**src/rtl/cpu_defs.sv**
```systemverilog
// cpu_defs: shared FSM state type and width constants for the expand_bit block
package cpu_defs;
  typedef enum logic [1:0] {EXP_IDLE, EXP_GEN, EXP_DONE} expand_state_t;
  localparam int EXP_LANES = 4;
  localparam int EXP_MAX_COUNT = 32;
endpackage

```
**src/rtl/expand_bit_byte.sv**
```systemverilog
// expand_bit_byte: one byte lane with i_r leading i_pol bits (0..8), the rest ~i_pol
module expand_bit_byte (
  input  logic       i_pol,
  input  logic [3:0] i_r,
  output logic [7:0] o_byte
);
  logic [7:0] w_tail;
  assign w_tail = 8'hFF >> i_r;
  assign o_byte = i_pol ? ~w_tail : w_tail;
endmodule

```
**src/rtl/expand_bit.sv**
```systemverilog
// expand_bit: byte-serial builder of a 32-bit word with count leading bit_val bits
module expand_bit (
  input  logic        clk,
  input  logic        rst,
  input  logic        flush,
  input  logic        req_valid,
  output logic        req_ready,
  input  logic        bit_val,
  input  logic [5:0]  count,
  output logic        resp_valid,
  input  logic        resp_ready,
  output logic [31:0] value,
  output logic        busy
);
  import cpu_defs::*;
  expand_state_t r_state, w_state_nxt;
  logic [6:0]  r_rem, w_sat;
  logic [1:0]  r_lane;
  logic        r_pol;
  logic [31:0] r_value, w_value_nxt;
  logic [3:0]  w_r;
  logic [7:0]  w_byte;
  logic        w_last;
  assign w_sat = (count > 6'(EXP_MAX_COUNT)) ? 7'(EXP_MAX_COUNT) : {1'b0, count};
  assign w_r = (r_rem >= 7'd8) ? 4'd8 : r_rem[3:0];
  assign w_last = (w_r != 4'd8) || (r_lane == 2'd0);
  expand_bit_byte u_byte (.i_pol(r_pol), .i_r(w_r), .o_byte(w_byte));
  always_comb begin
    w_value_nxt = r_value;
    for (int i = 0; i < EXP_LANES; i++)
      if (i == int'(r_lane)) w_value_nxt[i*8 +: 8] = w_byte;
      else if (w_last && i < int'(r_lane)) w_value_nxt[i*8 +: 8] = {8{~r_pol}};
  end
  always_comb begin
    w_state_nxt = r_state;
    w_state_nxt = flush ? EXP_IDLE :
                  (r_state == EXP_IDLE) ? (req_valid ? EXP_GEN : EXP_IDLE) :
                  (r_state == EXP_GEN)  ? (w_last ? EXP_DONE : EXP_GEN) :
                  (resp_ready ? EXP_IDLE : EXP_DONE);
  end
  always_ff @(posedge clk) begin
    if (rst) begin
      r_state <= EXP_IDLE;
      r_rem   <= '0;
      r_lane  <= '0;
      r_pol   <= 1'b0;
      r_value <= '0;
    end else begin
      r_state <= w_state_nxt;
      if (!flush && r_state == EXP_IDLE && req_valid) begin
        r_rem   <= w_sat;
        r_pol   <= bit_val;
        r_lane  <= 2'd3;
        r_value <= '0;
      end else if (!flush && r_state == EXP_GEN) begin
        r_rem   <= r_rem - {3'b0, w_r};
        r_lane  <= r_lane - 2'd1;
        r_value <= w_value_nxt;
      end
    end
  end
  assign req_ready  = (r_state == EXP_IDLE);
  assign resp_valid = (r_state == EXP_DONE);
  assign busy       = (r_state != EXP_IDLE);
  assign value      = r_value;
endmodule

```
**config.mk**
```make
export PLATFORM = sky130hd
export DESIGN_NAME = expand_bit
export DESIGN_NICKNAME = d
export VERILOG_FILES = /design/src/rtl/cpu_defs.sv /design/src/rtl/expand_bit_byte.sv /design/src/rtl/expand_bit.sv
export SDC_FILE = /design/constraint.sdc
export NUM_CORES = 1
export LEC_CHECK = 0
export ABC_AREA = 1
export BUFFER_PORTS_ARGS = -buffer_cell sky130_fd_sc_hd__buf_4
export CORE_MARGIN = 2
export CORE_UTILIZATION = 49
export CTS_CLUSTER_SIZE = 28
export DETAILED_ROUTE_END_ITERATION = 12
export PLACE_DENSITY = 0.72
export SLEW_MARGIN = 25
export SYNTH_ARGS = -nofsm -noshare
export SYNTH_HDL_FRONTEND = slang
export SYNTH_SLANG_ARGS = --single-unit
```
**constraint.sdc**
```tcl
create_clock -name clk -period 1.43 [get_ports clk]
set_input_delay 0.0715 -clock clk [delete_from_list [all_inputs] [get_ports clk]]
set_output_delay 0.0715 -clock clk [all_outputs]
set_load 0.02 [all_outputs]
```
== Word level (Yosys, flattened, before mapping) ==
Cells that the tools add are included.

* Register bits: 44
* Input bits: 12
* Output and inout port bits: 35
* Word-level logic and storage cells: 64

* Add/subtract/negate cells: 2
* Order comparisons: 5
* Equality and inequality tests: 6
* Shift operators: 1
* Multiplexer cells: 18
* Bitwise operators: 2
* Reductions and logical operators: 22

{| class="wikitable"
|+ Operators with widths
! kind !! count
|-
| $mux 8 || 7
|-
| $mux 7 || 2
|-
| $mux 2 || 6
|-
| $reduce_bool 2->1 || 5
|-
| $not 8->8 || 1
|-
| $reduce_and 2->1 || 4
|-
| $shr 8x4->8 const A || 1
|-
| $ge 7x4->1 const B || 1
|-
| $sub 7x4->7 || 1
|-
| $gt 6x6->1 const B || 1
|-
| $logic_and 1x1->1 || 6
|-
| $logic_not 2->1 || 3
|-
| $mux 6 || 1
|-
| $eq 2x2->1 const A || 2
|-
| $lt 1x2->1 const A || 2
|-
| $mux 4 || 1
|-
| $ne 4x4->1 const B || 1
|-
| $reduce_or 2->1 || 2
|-
| $eq 1x2->1 const A || 1
|-
| $eq 2x1->1 const B || 1
|-
| $eq 2x2->1 const B || 1
|-
| $lt 2x2->1 const A || 1
|-
| $sub 2x1->2 const B || 1
|-
| $logic_not 1->1 || 1
|-
| other kinds (3) || 3
|}

== Longest topological paths before layout ==
* Depth in word-level cells: 7
* Mapped depth: 9
* Depth with buffers taken out: 9

== Hierarchy ==
Synthesis repeated with hierarchy kept, for this count alone.

* Cells, all modules: 325
* Area, all modules: 2245.9 um^2

{| class="wikitable"
|+ Modules (own cells, without submodules)
! module !! times used !! cells each !! area an instance (um^2) !! seq. area each (um^2)
|-
| expand_bit || 1 || 288 || 2057.0 || 880.8
|-
| expand_bit_byte || 1 || 37 || 188.9 || 0.0
|}

== Least setup slack after synthesis ==
No wires, ideal clock.

* Path type: reg-to-reg
* Start point: register r_lane[1]
* End point: register r_value[16], in the netlist value[16]
* Library setup time: 0.126 ns
* Arrival time: 1.307 ns
* Data required time: 1.304 ns
* Slack: -0.003 ns
* Cell stages (with the launch flop): 10
* Path buffers: 1
* Clock period less this slack: 1.433 ns
* Cells stage by stage: dfxtp_1 > inv_1 > ha_1 > buf_4 > inv_2 > nand2_1 > nand2_2 > nand2_4 > o21ai_0 > a21oi_1

* Longest elaborated chain between the ends: 5
* Elaborated cells between the ends (all ways): 8
* Those cells by class: 1 x order compare; 1 x eq/ne; 1 x mux; 5 x reduce/logical

{| class="wikitable"
|+ Ends and longest elaborated chain
! item !! RTL line !! source
|-
| from (decl) || expand_bit.sv:18 || <nowiki>logic [1:0] r_lane;</nowiki>
|-
| from (signal assigned) || expand_bit.sv:57 || <nowiki>r_lane <= r_lane - 2'd1;</nowiki>
|-
| parallel branches: the longest is 5 deep, another holds $lt 2x2->1 || -- ||
|-
| to (signal assigned) || expand_bit.sv:58 || <nowiki>r_value <= w_value_nxt;</nowiki>
|-
| to (decl) || expand_bit.sv:20 || <nowiki>logic [31:0] r_value, w_value_nxt;</nowiki>
|}

Several ways; the timed one is not identified.
A chain may end at the register's enable or synchronous reset.

== Worst setup path after layout ==
* Start point: register r_state[0]
* End point: register r_value[21], in the netlist value[21]

* Longest elaborated chain between the ends: 4
* Elaborated cells between the ends (all ways): 7
* Those cells by class: 1 x eq/ne; 6 x reduce/logical

{| class="wikitable"
|+ Ends and longest elaborated chain
! item !! RTL line !! source
|-
| from (decl) || expand_bit.sv:16 || <nowiki>expand_state_t r_state, w_state_nxt;</nowiki>
|-
| from (signal assigned) || expand_bit.sv:49 || <nowiki>r_state <= w_state_nxt;</nowiki>
|-
| $logic_not 2->1 || expand_bit.sv:50 || <nowiki>if (!flush && r_state == EXP_IDLE && req_valid) begin</nowiki>
|-
| $logic_and 1x1->1 (2 in a row) || expand_bit.sv:50 ||
|-
| $reduce_or 2->1 (no source line) || -- ||
|}

Parallel ways exist; a longest one is shown, timed or not.

==> flow_metrics.tcl <==
set metrics [dict create \
    route.detailed.drc 0 \
    clk_path_buf_depth 2 \
    gp_congestion 0.862 \
    p_leak_nw 1.46 \
    diodes 0 \
    synth_edf_count 0 \
    syn_avg_cell_area_um2 7.25 \
    dp_cells 421 \
    finalNetCount 399 \
    vdd_drop_max_mv 0.454 \
    cp-end-kind "flip-flop" \
    cts_tree "done" \
    synth_common_cells "nand2_1, dfxtp_1, inv_1" \
    synth_cell_types 34 \
    drive_gt1_share_pct 28.9 \
    fin_crit_sh_pct 95.1 \
    start_util_pct 51.8 \
    coreArea_um2 4410 \
    whs_ns 0.0349 \
    dr.pass1.iters 4 \
    cp.required_ns 1.61 \
    clk-insertion-delay-late_ns 0.29 \
    synthesis.nets 333 \
    yosysTopAreaCell "dfxtp_1" \
    grt_start_max_net_pins 31 \
    dieArea_um2 5230 \
    grt_overflow 0 \
    ios 47 \
    worst_setup_path_start_kind "flip-flop" \
    skew_ns 0.00458 \
    utilization_pct 66.8 \
    vias 2239 \
    slew_viol_final 0 \
    yosysSeqAreaShare_pct 38.6 \
    critPathMaxStageDelay_ns 0.36 \
    portBuffers 46 \
    clock.fmax_mhz 736 \
    vias_per_cell 5.17 \
    routedWlPerCell_um 12.9 \
    dp_hpwl_mm 4.15 \
    outcome "completed" \
    syn-cell-area_um2 2280 \
    power_density_nw_per_um2 908 \
    wl_mm 5.57 \
    ant_nets 0 \
    critPathArrivalTime_ns 1.54 \
    die_w_um 72.3 \
    fin_cells 433 \
    critPathMaxFanout 8 \
    cp_slowest_cell "dfxtp_2" \
    cts.sinks 44 \
    yosys-top-cells-area "dfxtp_1, nand2_1, a21oi_1, o21ai_0, nand3_1" \
    r2r_cells 7 \
    dieHeight_um 72.3 \
    synth_ff_type "dfxtp_1" \
    yosys_warnings 0 \
    whs_path_depth 3 \
    clkSlewWorstSetupHoldPaths_ns 0.08 \
    grt_pass1_wl_mm 9.23 \
    crit_type "reg2reg" \
    initialDrtViolationCount 180 \
    syn_to_final_growth_pct 29.1 \
    antenna_found_initial 0 \
    syn_inst 315 \
    synth_top_area_share_pct 38.6 \
    finalSetupViolCount 0 \
    cts-root-buf "clkbuf_8" \
    hold_viol_final 0 \
    first_global_vias 2030 \
    yosysMostFrequentCell "nand2_1" \
    cap_violations 0 \
    synth-async-reset-ratio_pct 0 \
    grt_usage_pct 22.4 \
    ys_seq_elements 44 \
    period_needed_ns 1.36 \
    htreeDepth 2 \
    numCtsBuffers 5 \
    hold_path.class "in2reg" \
    crit_chain "inv_2, nor2_4, nand2_4, nor2_8, nand2_2, a21oi_4, a21oi_1" \
    core.rowCount 24 \
]
## per-stage QoR
| step | total power [mW] | area [µm²] | TNS [ns] | setup slack, ns |
|---|---|---|---|---|
| 2_1_floorplan | 1.71 | 2280 | 0 | 0.00907 |
| 3_3_place_gp | 1.92 | 2770 | -0.0117 | -0.00818 |
| 3_5_place_dp | 1.92 | 2770 | -0.0165 | -0.0100 |
| 4_1_cts | 2.67 | 2860 | -0.000148 | -0.000148 |
| 5_1_grt | 2.82 | 2950 | -0.0123 | -0.00484 |
| 6_report | 2.68 | 2950 | 0 | 0.0707 |
## worst max-delay path: cells and delay by family (launching register included)
kind	cells	cell delay, ns
AND/OR/NAND/NOR	4	0.48
AO/OA/AOI/OAI	2	0.37
buffers and inverters	1	0.05
flip-flops	1	0.36
## layout make-up
class,count,area [µm²]
fillers,400,1470
multi-input cells,222,1240
flip-flops and latches,44,887
repair buffers,68,526
inverters,40,150
clock buffers,5,68.8
well taps,52,65.1
clock inverters,2,12.5
## cell families after synthesis
group,Yosys count,share of synthesized area [%]
AOI/OAI and AO/OA,77,19.2
xor gates and xnor gates,2,0.767
adders and majority gates,6,3.29
buffers and inverters,49,9.58
DFF,44,38.6
other,2,0.329
and+or+nand+nor,135,28.3
## registers in the layout (all words and copies together), names as in the netlist
signal / count
value: 32
r_rem: 7
r_lane: 2
r_state: 2
r_pol: 1
## layer usage
| layer | track usage [%] | routed length (µm) | share of wire [%] |
|---|---|---|---|
| met3 | 4.31 | 299 | 5.4 |
| met2 | 35.2 | 2550 | 46 |
| met1 | 31.8 | 2670 | 48 |
| met5 | 0 | 0 | 0 |
| met4 | 5.66 | 49 | 0.88 |
## repair_timing
item                                    in CTS  in global routing
hold buffers                                 1                  0
pin swaps                                    0                  5
endpoints found under the setup margin       7                 33
resized for setup                            1                 21
hold endpoints to repair                     2                  0
buffers inserted                             0                  4
## placed cells by master (no fill, tap or decap), types with 2 or more instances in the layout
cell      Yosys  routed
nand2_1      67      66
buf_4         3      66
dfxtp_1      44      39
inv_1        35      34
a21oi_1      33      32
nand3_1      27      26
nor2_1       22      22
o21ai_0      28      22
inv_2         5       6
o21ai_1       3       6
ha_1          6       6
clkbuf_8      0       5
dfxtp_2       0       5
nor2_4        2       4
nand2_4       4       4
a21oi_4       1       4
nand4_1       4       4
o21ai_2       1       4
nand2_2       2       3
a31oi_1       2       2
nand3b_1      2       2
o211ai_1      2       2
conb_1        2       2
## power breakdown
group          switching [mW]  internal [mW]
sequential             0.0332           1.26
combinational           0.412          0.236
clock                   0.407          0.331
total                   0.851           1.83
## worst paths after layout
| check | start | to | slack (ns) |
|---|---|---|---|
| setup / recovery | r_state[0] | value[21] | 0.07 |
| hold / removal | count[1] | r_rem[1] | 0.03 |
| setup reg to reg | r_state[0] | value[21] | 0.07 |
| hold reg to reg | value[25] | value[25] | 0.51 |
(Power assumes the default switching activity.)
